==> src/rtl/alu_op_issuer.sv <==
// -----------------------------------------------------------------------------
// Module : alu_op_issuer
// Purpose: Initiator side of the ALU opcode interface. Host opcode words
//          {acc, B[7:0], A[7:0], op[3:0]} are queued in a small FIFO. Each one
//          is issued to the ALU control block with a single-cycle en pulse.
//          After a fixed ALU latency the 8-bit answer is captured and offered
//          to a consumer with a valid/ready handshake.
//
// Parameters:
//   DEPTH    command FIFO entries (power of two, >= 2)
//   ALU_LAT  clocks from the en pulse to a valid ans_in (>= 1)
//
// Ports:
//   clk_in         in   1   rising-edge clock
//   rst_n_in       in   1   asynchronous active-low reset
//   cmd_valid_in   in   1   host offers cmd_data_in
//   cmd_ready_out  out  1   FIFO not full (push when valid && ready)
//   cmd_data_in    in   21  opcode word {acc, B, A, op}
//   opcode_out     out  21  opcode to ALU, held from one issue to the next
//   en_out         out  1   ALU enable, one cycle per command
//   ans_in         in   8   ALU answer
//   res_valid_out  out  1   result register occupied
//   res_ready_in   in   1   consumer accepts (pop when valid && ready)
//   res_data_out   out  8   captured answer
//   res_op_out     out  4   op field of the command that produced the answer
//   busy_out       out  1   FSM active or FIFO not empty
//   done_cnt_out   out  16  completed-command counter (only with macro)
//
// Optional feature macro: ALU_ISSUE_COUNT_EN
//   When defined, done_cnt_out counts CAPTURE cycles and wraps at 16 bits.
// -----------------------------------------------------------------------------
module alu_op_issuer #(
    parameter int DEPTH   = 4,
    parameter int ALU_LAT = 1
) (
    input  logic        clk_in,
    input  logic        rst_n_in,
    input  logic        cmd_valid_in,
    output logic        cmd_ready_out,
    input  logic [20:0] cmd_data_in,
    output logic [20:0] opcode_out,
    output logic        en_out,
    input  logic [7:0]  ans_in,
    output logic        res_valid_out,
    input  logic        res_ready_in,
    output logic [7:0]  res_data_out,
    output logic [3:0]  res_op_out,
    output logic        busy_out
`ifdef ALU_ISSUE_COUNT_EN
    ,
    output logic [15:0] done_cnt_out
`endif
);

    localparam int AW = $clog2(DEPTH);
    localparam int CW = (ALU_LAT > 1) ? $clog2(ALU_LAT) : 1;
    localparam logic [CW-1:0] WAIT_LAST = CW'(ALU_LAT - 1);

    typedef enum logic [1:0] {
        ST_IDLE,
        ST_ISSUE,
        ST_WAIT,
        ST_CAPTURE
    } state_t;

    state_t          r_state;
    state_t          w_nextState;
    logic            w_issueStart;

    logic [20:0]     r_mem [DEPTH];
    logic [AW:0]     r_wrPtr;
    logic [AW:0]     r_rdPtr;
    logic            w_empty;
    logic            w_full;
    logic            w_push;
    logic            w_pop;

    logic [CW-1:0]   r_waitCnt;
    logic [20:0]     r_opcode;
    logic            r_en;
    logic            r_resValid;
    logic [7:0]      r_resData;
    logic [3:0]      r_resOp;

    // Pointers carry one extra MSB so equal low bits with differing MSBs
    // means full, fully equal means empty. Readiness uses the pre-pop
    // state, so a full FIFO refuses a push even in a cycle that pops.
    assign w_empty = (r_wrPtr == r_rdPtr);
    assign w_full  = (r_wrPtr[AW] != r_rdPtr[AW]) &&
                     (r_wrPtr[AW-1:0] == r_rdPtr[AW-1:0]);
    assign w_push  = cmd_valid_in && !w_full;
    assign w_pop   = (r_state == ST_ISSUE);

    always_ff @(posedge clk_in or negedge rst_n_in) begin
        if (!rst_n_in) begin
            r_wrPtr <= '0;
            r_rdPtr <= '0;
        end else begin
            if (w_push) begin
                r_wrPtr <= r_wrPtr + 1'b1;
            end
            if (w_pop) begin
                r_rdPtr <= r_rdPtr + 1'b1;
            end
        end
    end

    // Storage needs no reset; only entries between the pointers are ever read.
    always_ff @(posedge clk_in) begin
        if (w_push) begin
            r_mem[r_wrPtr[AW-1:0]] <= cmd_data_in;
        end
    end

    // A new issue waits until the result register is free, which is what
    // provides backpressure from the consumer all the way to the FIFO.
    always_comb begin
        w_nextState  = r_state;
        w_issueStart = 1'b0;
        case (r_state)
            ST_IDLE: begin
                if (!w_empty && !r_resValid) begin
                    w_nextState  = ST_ISSUE;
                    w_issueStart = 1'b1;
                end
            end
            ST_ISSUE: begin
                w_nextState = ST_WAIT;
            end
            ST_WAIT: begin
                if (r_waitCnt == WAIT_LAST) begin
                    w_nextState = ST_CAPTURE;
                end
            end
            ST_CAPTURE: begin
                w_nextState = ST_IDLE;
            end
            default: begin
                w_nextState = ST_IDLE;
            end
        endcase
    end

    // opcode_out and en_out are loaded on the edge entering ISSUE, so the
    // pulse lines up with the ISSUE cycle and the opcode then stays put
    // until the next command is issued.
    always_ff @(posedge clk_in or negedge rst_n_in) begin
        if (!rst_n_in) begin
            r_state   <= ST_IDLE;
            r_en      <= 1'b0;
            r_opcode  <= '0;
            r_waitCnt <= '0;
        end else begin
            r_state <= w_nextState;
            r_en    <= w_issueStart;
            if (w_issueStart) begin
                r_opcode <= r_mem[r_rdPtr[AW-1:0]];
            end
            if (r_state == ST_WAIT) begin
                r_waitCnt <= r_waitCnt + 1'b1;
            end else begin
                r_waitCnt <= '0;
            end
        end
    end

    // Result register: loaded in CAPTURE, held until the consumer takes it.
    // CAPTURE can only be reached with the register empty, so load and
    // drain never collide.
    always_ff @(posedge clk_in or negedge rst_n_in) begin
        if (!rst_n_in) begin
            r_resValid <= 1'b0;
            r_resData  <= '0;
            r_resOp    <= '0;
        end else if (r_state == ST_CAPTURE) begin
            r_resValid <= 1'b1;
            r_resData  <= ans_in;
            r_resOp    <= r_opcode[3:0];
        end else if (r_resValid && res_ready_in) begin
            r_resValid <= 1'b0;
        end
    end

`ifdef ALU_ISSUE_COUNT_EN
    logic [15:0] r_doneCnt;

    always_ff @(posedge clk_in or negedge rst_n_in) begin
        if (!rst_n_in) begin
            r_doneCnt <= '0;
        end else if (r_state == ST_CAPTURE) begin
            r_doneCnt <= r_doneCnt + 16'd1;
        end
    end

    assign done_cnt_out = r_doneCnt;
`endif

    assign cmd_ready_out = !w_full;
    assign opcode_out    = r_opcode;
    assign en_out        = r_en;
    assign res_valid_out = r_resValid;
    assign res_data_out  = r_resData;
    assign res_op_out    = r_resOp;
    assign busy_out      = (r_state != ST_IDLE) || !w_empty;

endmodule
==> config.mk <==
export PLATFORM = sky130hd
export DESIGN_NAME = alu_op_issuer
export DESIGN_NICKNAME = d
export VERILOG_FILES = /design/src/rtl/alu_op_issuer.sv
export SDC_FILE = /design/constraint.sdc
export NUM_CORES = 1
export LEC_CHECK = 0
export ABC_CLOCK_PERIOD_IN_PS = 4400
export CORE_UTILIZATION = 58
export DETAILED_ROUTE_END_ITERATION = 7
export GPL_TIMING_DRIVEN = 1
export PLACE_DENSITY_LB_ADDON = 0.12
export SYNTH_ARGS = -nofsm -noshare
export SYNTH_HDL_FRONTEND = slang
export SYNTH_SLANG_ARGS = --single-unit
==> constraint.sdc <==
create_clock -name clk_in -period 4.4 [get_ports clk_in]
set_input_delay 0.88 -clock clk_in [delete_from_list [all_inputs] [get_ports clk_in]]
set_output_delay 0.88 -clock clk_in [all_outputs]
set_load 0.02 [all_outputs]
* Word level (Yosys, flattened, before mapping) *
Memory sizes are Yosys's and may differ from the RTL's. A register that Yosys moved wholly into a read port is not among the register bits.
Cells that the tools add are included.

storage, ports and cells
  flip-flop bits (word level) = 23
  bits in writable memories = 84
  bits of input ports = 33
  output and inout port bits = 37
  word-level logic and storage cells = 43
  memories kept = 1

memories
  memory  depth  width  rd ports  clocked after memory_dff  wr ports  line  source
  r_mem   4      21     1         1                         1         70    logic [20:0] r_mem [DEPTH];

cells by class
  add/sub/neg operators = 3
  equal/unequal tests = 8
  mux-type cells = 10
  reductions and logical operators = 13

operator list
  operator                                              number
  one-hot mux 2 bit (4 select lines)                    1
  2-to-1 mux 1 bit                                      7
  adder 3 x 1 -> 3 bit (second input constant)          2
  equality test 2 bit (second input constant)           2
  logical AND 1 bit                                     4
  logical NOT 1 bit                                     4
  2-to-1 mux 2 bit                                      2
  inequality test 2 bit (second input constant)         2
  nonzero test 2 bit                                    2
  equality test 3 bit                                   1
  equality test 2 x 1 -> 1 bit (second input constant)  1
  equality test 2 bit                                   1
  logical NOT 2 bit                                     1
  AND reduction 2 bit                                   1
  adder 1 bit (second input constant)                   1
  logical OR 1 bit                                      1
  inequality test 1 bit                                 1

* Depth between registers and ports, before layout *
Gate-level depths: netlist (run 1).

  depth after elaboration = 6
  depth in mapped cells = 6
  mapped depth without buffers = 5

* Least setup slack after synthesis (run 1) *
OpenSTA, ideal clock, no wires.

  kind = input to register
  start = in cmd_valid_in
  end = mem r_mem[3][0], enable pin
  library setup time = 0.381 ns
  arrival time = 1.871 ns
  required time = 4.019 ns
  setup slack = 2.148 ns
  cell stages on the path = 3
  path buffers = 0
  cells stage by stage = inv_1 -> a31oi_1 -> and2_1

on the way
  cells in the longest elaborated chain, start to end = 3

RTL lines
  element                                 line  source
  start, declared                         38    input logic cmd_valid_in,
  logical AND 1 bit                       91    assign w_push = cmd_valid_in && !w_full;
  2-to-1 mux 1 bit                        110   if (w_push) begin
  2-to-1 mux 1 bit (implied by the code)  111   r_mem[r_wrPtr[AW-1:0]] <= cmd_data_in;
  end, declared                           70

Every way passes these cells.

* Worst setup path after layout (run 1) *
  start = reg r_state[0]
  end = out busy_out

on the way
  cells in the longest elaborated chain, start to end = 2

RTL lines
  element                 line  source
  start, declared         66    state_t r_state;
  start signal, assigned  154   r_state <= w_nextState;
  nonzero test 2 bit      204   assign busy_out = (r_state != ST_IDLE) || !w_empty;
  logical OR 1 bit        204
  end, declared           48    output logic busy_out

Every way passes these cells.

==> impl_metrics.env, run 1 <==
export IMPL_outcome="finished clean"
export IMPL_yosys_area_share_simple=0.01407
export IMPL_n_antenna_cell=0
export IMPL_cts_setup_buffers=0
export IMPL_ys_types=26
export IMPL_routed_wl_um=8817
export IMPL_crit_fanout=4
export IMPL_crit_required_ns=3.52
export IMPL_hold_class="flip-flop to flip-flop"
export IMPL_vias=2404
export IMPL_slew_limit_headroom=0.2709
export IMPL_r2r_start="r_rdPtr[0]"
export IMPL_dr_pass1_iters=4
export IMPL_clock_latency_ns=0.50
export IMPL_setup_viol=0
export IMPL_final_common_cell="edfxtp_1"
export IMPL_pre_cts_slack_ns=1.224
export IMPL_rr_endpoint="r_mem[0][0]"
export IMPL_grt_overflow=0
export IMPL_fin_nets=362
export IMPL_clock_sinks=128
export IMPL_fin_ws_ns=1.145
export IMPL_max_freq_mhz=307.2
export IMPL_grt_first_pass_wirelength_um=13700
export IMPL_die_area_um2=8959
export IMPL_synth_net_count=280
export IMPL_synth_mux_area_frac=0.1885
export IMPL_pin_count=70
export IMPL_grt_pass1_vias=2548
export IMPL_r2r_cells=3
export IMPL_rsz0062_at_grt="no"
export IMPL_hold_end="r_waitCnt"
export IMPL_clkTransAtPathRegs_ns=0.06
export IMPL_drt_initial_drc_count=126
export IMPL_critPathMaxStageDelay_ns=0.56
export IMPL_fin_crit_sh=0.7397
export IMPL_final_cell_mix="edfxtp_1, clkdlybuf4s50_1, dfrtp_1"
export IMPL_place_gp_congestion=0.6546
export IMPL_hold_depth=1
export IMPL_synth_top_family_by_area="multiplexers"
export IMPL_worst_pin_slew_ns=1.094
export IMPL_cts_resized=0
export IMPL_whs_ns=0.4303
export IMPL_postRouteAntennaNets=0
export IMPL_cts_buffers=17
export IMPL_synth_compound_area_frac=0.01131
export IMPL_cts_path_max_buffers=2
export IMPL_fin_setup_tns_ns=0
export IMPL_chipHeight_um=94.65
export IMPL_end_kind="output pin"
export IMPL_path_cells="inv_1, ha_1, inv_1, or4_1, clkdlybuf4s50_1"
export IMPL_holdBufCountCts=0
export IMPL_ys_warnings_count=0
export IMPL_initial_core_util=0.6029
export IMPL_worstHoldStart="r_waitCnt"
export IMPL_die_w_um=94.65
export IMPL_final_hold_viol_count=0
export IMPL_grt_max_degree=45
export IMPL_crit_type="flip-flop to output pin"
export IMPL_syn_inst=237
export IMPL_rrSetupSlack_ns=1.76
export IMPL_synth_adder_area_share=0.02513
export IMPL_cap_violations=0
export IMPL_leakage_nw=2.382
export IMPL_drive_above_1_share=0.2861
export IMPL_cp_start_kind="flip-flop"
export IMPL_drv_slew=0
export IMPL_cpMostUsedCell="inv_1"
export IMPL_drc=0
export IMPL_port_buffers=69
export IMPL_max_vdd_ir_drop_mv=0.4307
export IMPL_track_usage=0.2223
export IMPL_clock_skew_ns=0.008063
export IMPL_slowest_stage="clkdlybuf4s50_1"
export IMPL_fin_crit_ns=3.255
export IMPL_place_detailed_hpwl_um=5150
export IMPL_antenna_found_initial=0
export IMPL_wl_per_cell_um=20.18
export IMPL_p_per_area_nw_per_um2=809.6
export IMPL_cts_tree="built"
export IMPL_area_growth_synth_to_final_pct=28.12
export IMPL_synth_xor_area_share=0.01583
export IMPL_rows=33
export IMPL_synth_seq_cells=128
export IMPL_clk_root_buffer_cell="clkbuf_8"
export IMPL_syn_cell_area_um2=4979
export IMPL_ys_seq_area_frac=0.7278
export IMPL_syn_avg_cell_area_um2=21.01
export IMPL_cts_max_level=4
export IMPL_drt_vias_per_instance=5.501
export IMPL_coreArea_um2=8258
export IMPL_worst_ep_arrival_time_ns=2.37
==> metrics by stage <==
| stage | total power, mW | cells | util | area [um2] |
|---|---|---|---|---|
| after floorplan | 3.108 | 237 | - | 4979 |
| after global placement | 3.670 | 405 | 0.6974 | 5759 |
| after detailed placement | 3.731 | 405 | 0.6974 | 5759 |
| after CTS | 5.219 | 437 | 0.7724 | 6379 |
| after global routing | 5.403 | 437 | 0.7724 | 6379 |
| final | 5.164 | 437 | 0.7724 | 6379 |
==> power breakdown <==
group	switching [mW]	internal, mW	leakage, nW	total, mW
clock network	0.522	0.927	0.296	1.45
registers	0.219	1.70	1.29	1.92
logic	0.838	0.954	0.795	1.79
total	1.58	3.59	2.38	5.16
==> state kept, by name, indices dropped and copies added, names as in the netlist <==
register       cells
res_data_out       8
r_state            2
r_rdPtr            3
r_mem             84
res_valid_out      1
r_wrPtr            3
opcode_out        21
r_waitCnt          1
res_op_out         4
en_out             1
==> critical path: cells and delay by family, from the launching register on <==
kind          cells  cell delay [ns]
buf+inv           3             0.76
fa+ha+maj         1             0.20
simple gates      1             0.51
flops             1             0.41
==> layout make-up <==
type                    instances  area [um2]
clock buffers                  17       414.1
inverters                       7       26.28
fillers                       483        1879
clock inverters                15       205.2
well taps                     105       131.4
repair buffers                 72       708.2
multi-input cells              93        1269
flip-flops and latches        128        3625
==> cells by family (layout without fill, tap and decap cells) <==
| family | count (synthesis) | count (layout) |
|---|---|---|
| AO/OA/AOI/OAI | 6 | 6 |
| adder cells (fa/ha/maj) | 10 | 10 |
| flip-flops | 128 | 128 |
| multiplexers | 56 | 56 |
| XOR/XNOR | 9 | 9 |
| buffers and inverters | 16 | 111 |
| AND/OR/NAND/NOR | 12 | 12 |
==> worst max path at each step <==
stage	to	start	cells past startpoint	slack (ns)
3_5_place_dp	r_mem[0][11]	cmd_valid_in	4	1.22
2_1_floorplan	busy_out	r_state[0]	4	2.15
3_3_place_gp	r_mem[0][5]	cmd_valid_in	4	1.29
4_1_cts	busy_out	r_state[0]	5	1.11
5_1_grt	busy_out	r_state[1]	5	1.00
6_report	busy_out	r_state[0]	5	1.15
==> metal layers <==
layer	track usage	vias up	routed length, um
met4	0.08586	0	76
met1	0.2835	1227	3869
met2	0.3615	92	4430
met5	0	-	0
li1	-	1079	-
met3	0.06602	6	441
==> synth_stat cells <==
library cell / number / area [um2]
edfxtp_1: 84 / 2522
dfrtp_1: 44 / 1101
mux4_2: 21 / 473.0
mux2_4: 19 / 285.3
mux2_2: 16 / 180.2
ha_1: 10 / 125.1
inv_1: 7 / 26.28
xor2_1: 5 / 43.79
and2_1: 4 / 25.02
xnor2_1: 4 / 35.03
buf_2: 3 / 15.01
buf_6: 3 / 33.78
nand2_1: 3 / 11.26
buf_1: 2 / 7.510
a22oi_1: 1 / 7.510
a2bb2oi_1: 1 / 8.760
a31oi_1: 1 / 6.260
clkbuf_1: 1 / 3.750
nand3_1: 1 / 5.000
nor2_1: 1 / 3.750
nor2_4: 1 / 11.26
nor2b_1: 1 / 6.260
o21ai_0: 1 / 5.000
o21bai_1: 1 / 7.510
o31ai_4: 1 / 21.27
or4_1: 1 / 7.510
No activity file was read; power rests on OpenSTA's default activity.
==> run 2, diff against run 1 <==
ABC_CLOCK_PERIOD_IN_PS = 3080   (was 4400)
CORE_UTILIZATION = 54   (was 58)
clock period = 3.08 ns   (was 4.4 ns; I/O delays follow)
==> impl_metrics.env, run 2 (synthesized netlist as in run 1, its figures left out) <==
export IMPL_n_antenna_cell=0
export IMPL_place_detailed_hpwl_um=5458
export IMPL_hold_class="primary input to asynchronous set/reset pin"
export IMPL_vias=2416
export IMPL_largest_reg_flops=84
export IMPL_p_total_mw=7.272
export IMPL_finalInstanceArea_um2=6449
export IMPL_routed_wl_um=8377
export IMPL_place_area_um2=5853
export IMPL_coreArea_um2=8806
export IMPL_cap_violations=0
export IMPL_grt_pass1_vias=2581
export IMPL_holdBufCountCts=0
export IMPL_max_vdd_ir_drop_mv=0.5334
export IMPL_grt_max_degree=31
export IMPL_drt_vias_per_instance=5.405
export IMPL_drive_above_1_share=0.2950
export IMPL_cts_max_level=4
export IMPL_antenna_found_initial=0
export IMPL_area_growth_synth_to_final_pct=29.53
export IMPL_end_kind="output pin"
export IMPL_fin_setup_tns_ns=0
export IMPL_slew_limit_headroom=0.5376
export IMPL_leakage_nw=2.428
export IMPL_drt_initial_drc_count=128
export IMPL_rows=34
export IMPL_final_common_cell="edfxtp_1"
export IMPL_die_w_um=98.02
export IMPL_drc=8
export IMPL_drv_slew=0
export IMPL_fin_cells=447
export IMPL_rsz0062_at_grt="no"
export IMPL_fin_nets=369
export IMPL_p_per_area_nw_per_um2=1128
export IMPL_crit_type="flip-flop to output pin"
export IMPL_wl_per_cell_um=18.74
export IMPL_clkTransAtPathRegs_ns=0.06
export IMPL_crit_fanout=4
export IMPL_grt_overflow=0
export IMPL_fin_crit_sh=0.8712
export IMPL_cts_path_max_buffers=2
export IMPL_setup_viol=0
export IMPL_final_cell_mix="edfxtp_1, clkdlybuf4s50_1, dfrtp_1"
export IMPL_port_buffers=69
export IMPL_track_usage=0.2021
export IMPL_place_gp_congestion=0.7024
export IMPL_grt_first_pass_wirelength_um=14010
export IMPL_max_freq_mhz=372.7
export IMPL_clock_skew_ns=0.009540
export IMPL_clk_root_buffer_cell="clkbuf_8"
export IMPL_fin_crit_ns=2.683
export IMPL_initial_core_util=0.5654
export IMPL_violations="design-rule violations"
export IMPL_worst_ep_arrival_time_ns=2.07
export IMPL_clock_sinks=128
export IMPL_chipHeight_um=98.02
export IMPL_outcome="finished with violations"
export IMPL_postRouteAntennaNets=0
export IMPL_dr_pass1_iters=6
export IMPL_die_area_um2=9608
export IMPL_clock_latency_ns=0.51
export IMPL_worst_pin_slew_ns=0.6936
export IMPL_pin_count=70
export IMPL_dp_cells=415
export IMPL_crit_required_ns=2.46
export IMPL_cts_tree="built"
export IMPL_cts_buffers=17
export IMPL_cp_start_kind="flip-flop"
export IMPL_final_hold_viol_count=0
export IMPL_whs_ns=0.1544
## run 2: cell types whose count changed in the layout (fill, tap and decap cells not counted), sizes merged
cell           previous run  this run
buf                       4        11
bufinv                    4         1
clkbuf                   17        25
clkdlybuf4s50            68        67
clkinv                    3         2
clkinvlp                  3         1
dlymetal6s2s              0         1
inv                      12        10
## run 2: per-stage QoR
stage	util	worst slack, ns
after detailed placement	0.6647	0.5724
final	0.7323	0.3967
after CTS	0.7320	0.02923
after global routing	0.7323	0.2566
after global placement	0.6647	0.6361
after floorplan	-	1.052
## run 2: worst paths after layout
kind	slack, ns	endpoint	cells past startpoint	startpoint
worst min register to register	0.43	r_waitCnt	1	r_waitCnt
worst max-delay path	0.40	busy_out	5	r_state[0]
worst min-delay path	0.15	opcode_out[2]	1	rst_n_in
max in group asynchronous	2.24	opcode_out[17]	2	rst_n_in
worst max register to register	0.81	opcode_out[17]	5	r_rdPtr[1]
min in group clk_in	0.43	r_waitCnt	1	r_waitCnt
## run 2: cell type report
class,instances,area (um2)
flip-flops and latches,128,3625
fillers,540,2357
multi-input cells,93,1269
repair buffers,79,800.8
clock buffers,25,526.8
well taps,108,135.1
clock inverters,7,66.31
inverters,7,26.28
## run 2: worst max-delay path: stages (launching register included)
cell and delay [ns]:
dfrtp_1 0.41, inv_1 0.12, ha_1 0.20, inv_1 0.08, or4_1 0.52, dlymetal6s2s_1 0.22
## run 2: routing by layer
metal	share of wire	routed length (um)	vias up	GRT usage
met5	0	0	-	0
met4	0.016	135	0	0.09441
met3	0.055	460	12	0.05941
met2	0.47	3921	79	0.2969
met1	0.46	3860	1228	0.2817
li1	-	-	1097	-
## run 2: repair_timing
action                     4_1_cts  5_1_grt
setup buffers                    0        0
setup endpoints to repair        0        1
gates resized for setup          0        1
## run 2: where the power goes
group | total [mW] | switching, mW | internal (mW)
Clock | 1.93 | 0.681 | 1.25
Combinational | 2.65 | 1.22 | 1.43
Sequential | 2.69 | 0.263 | 2.43
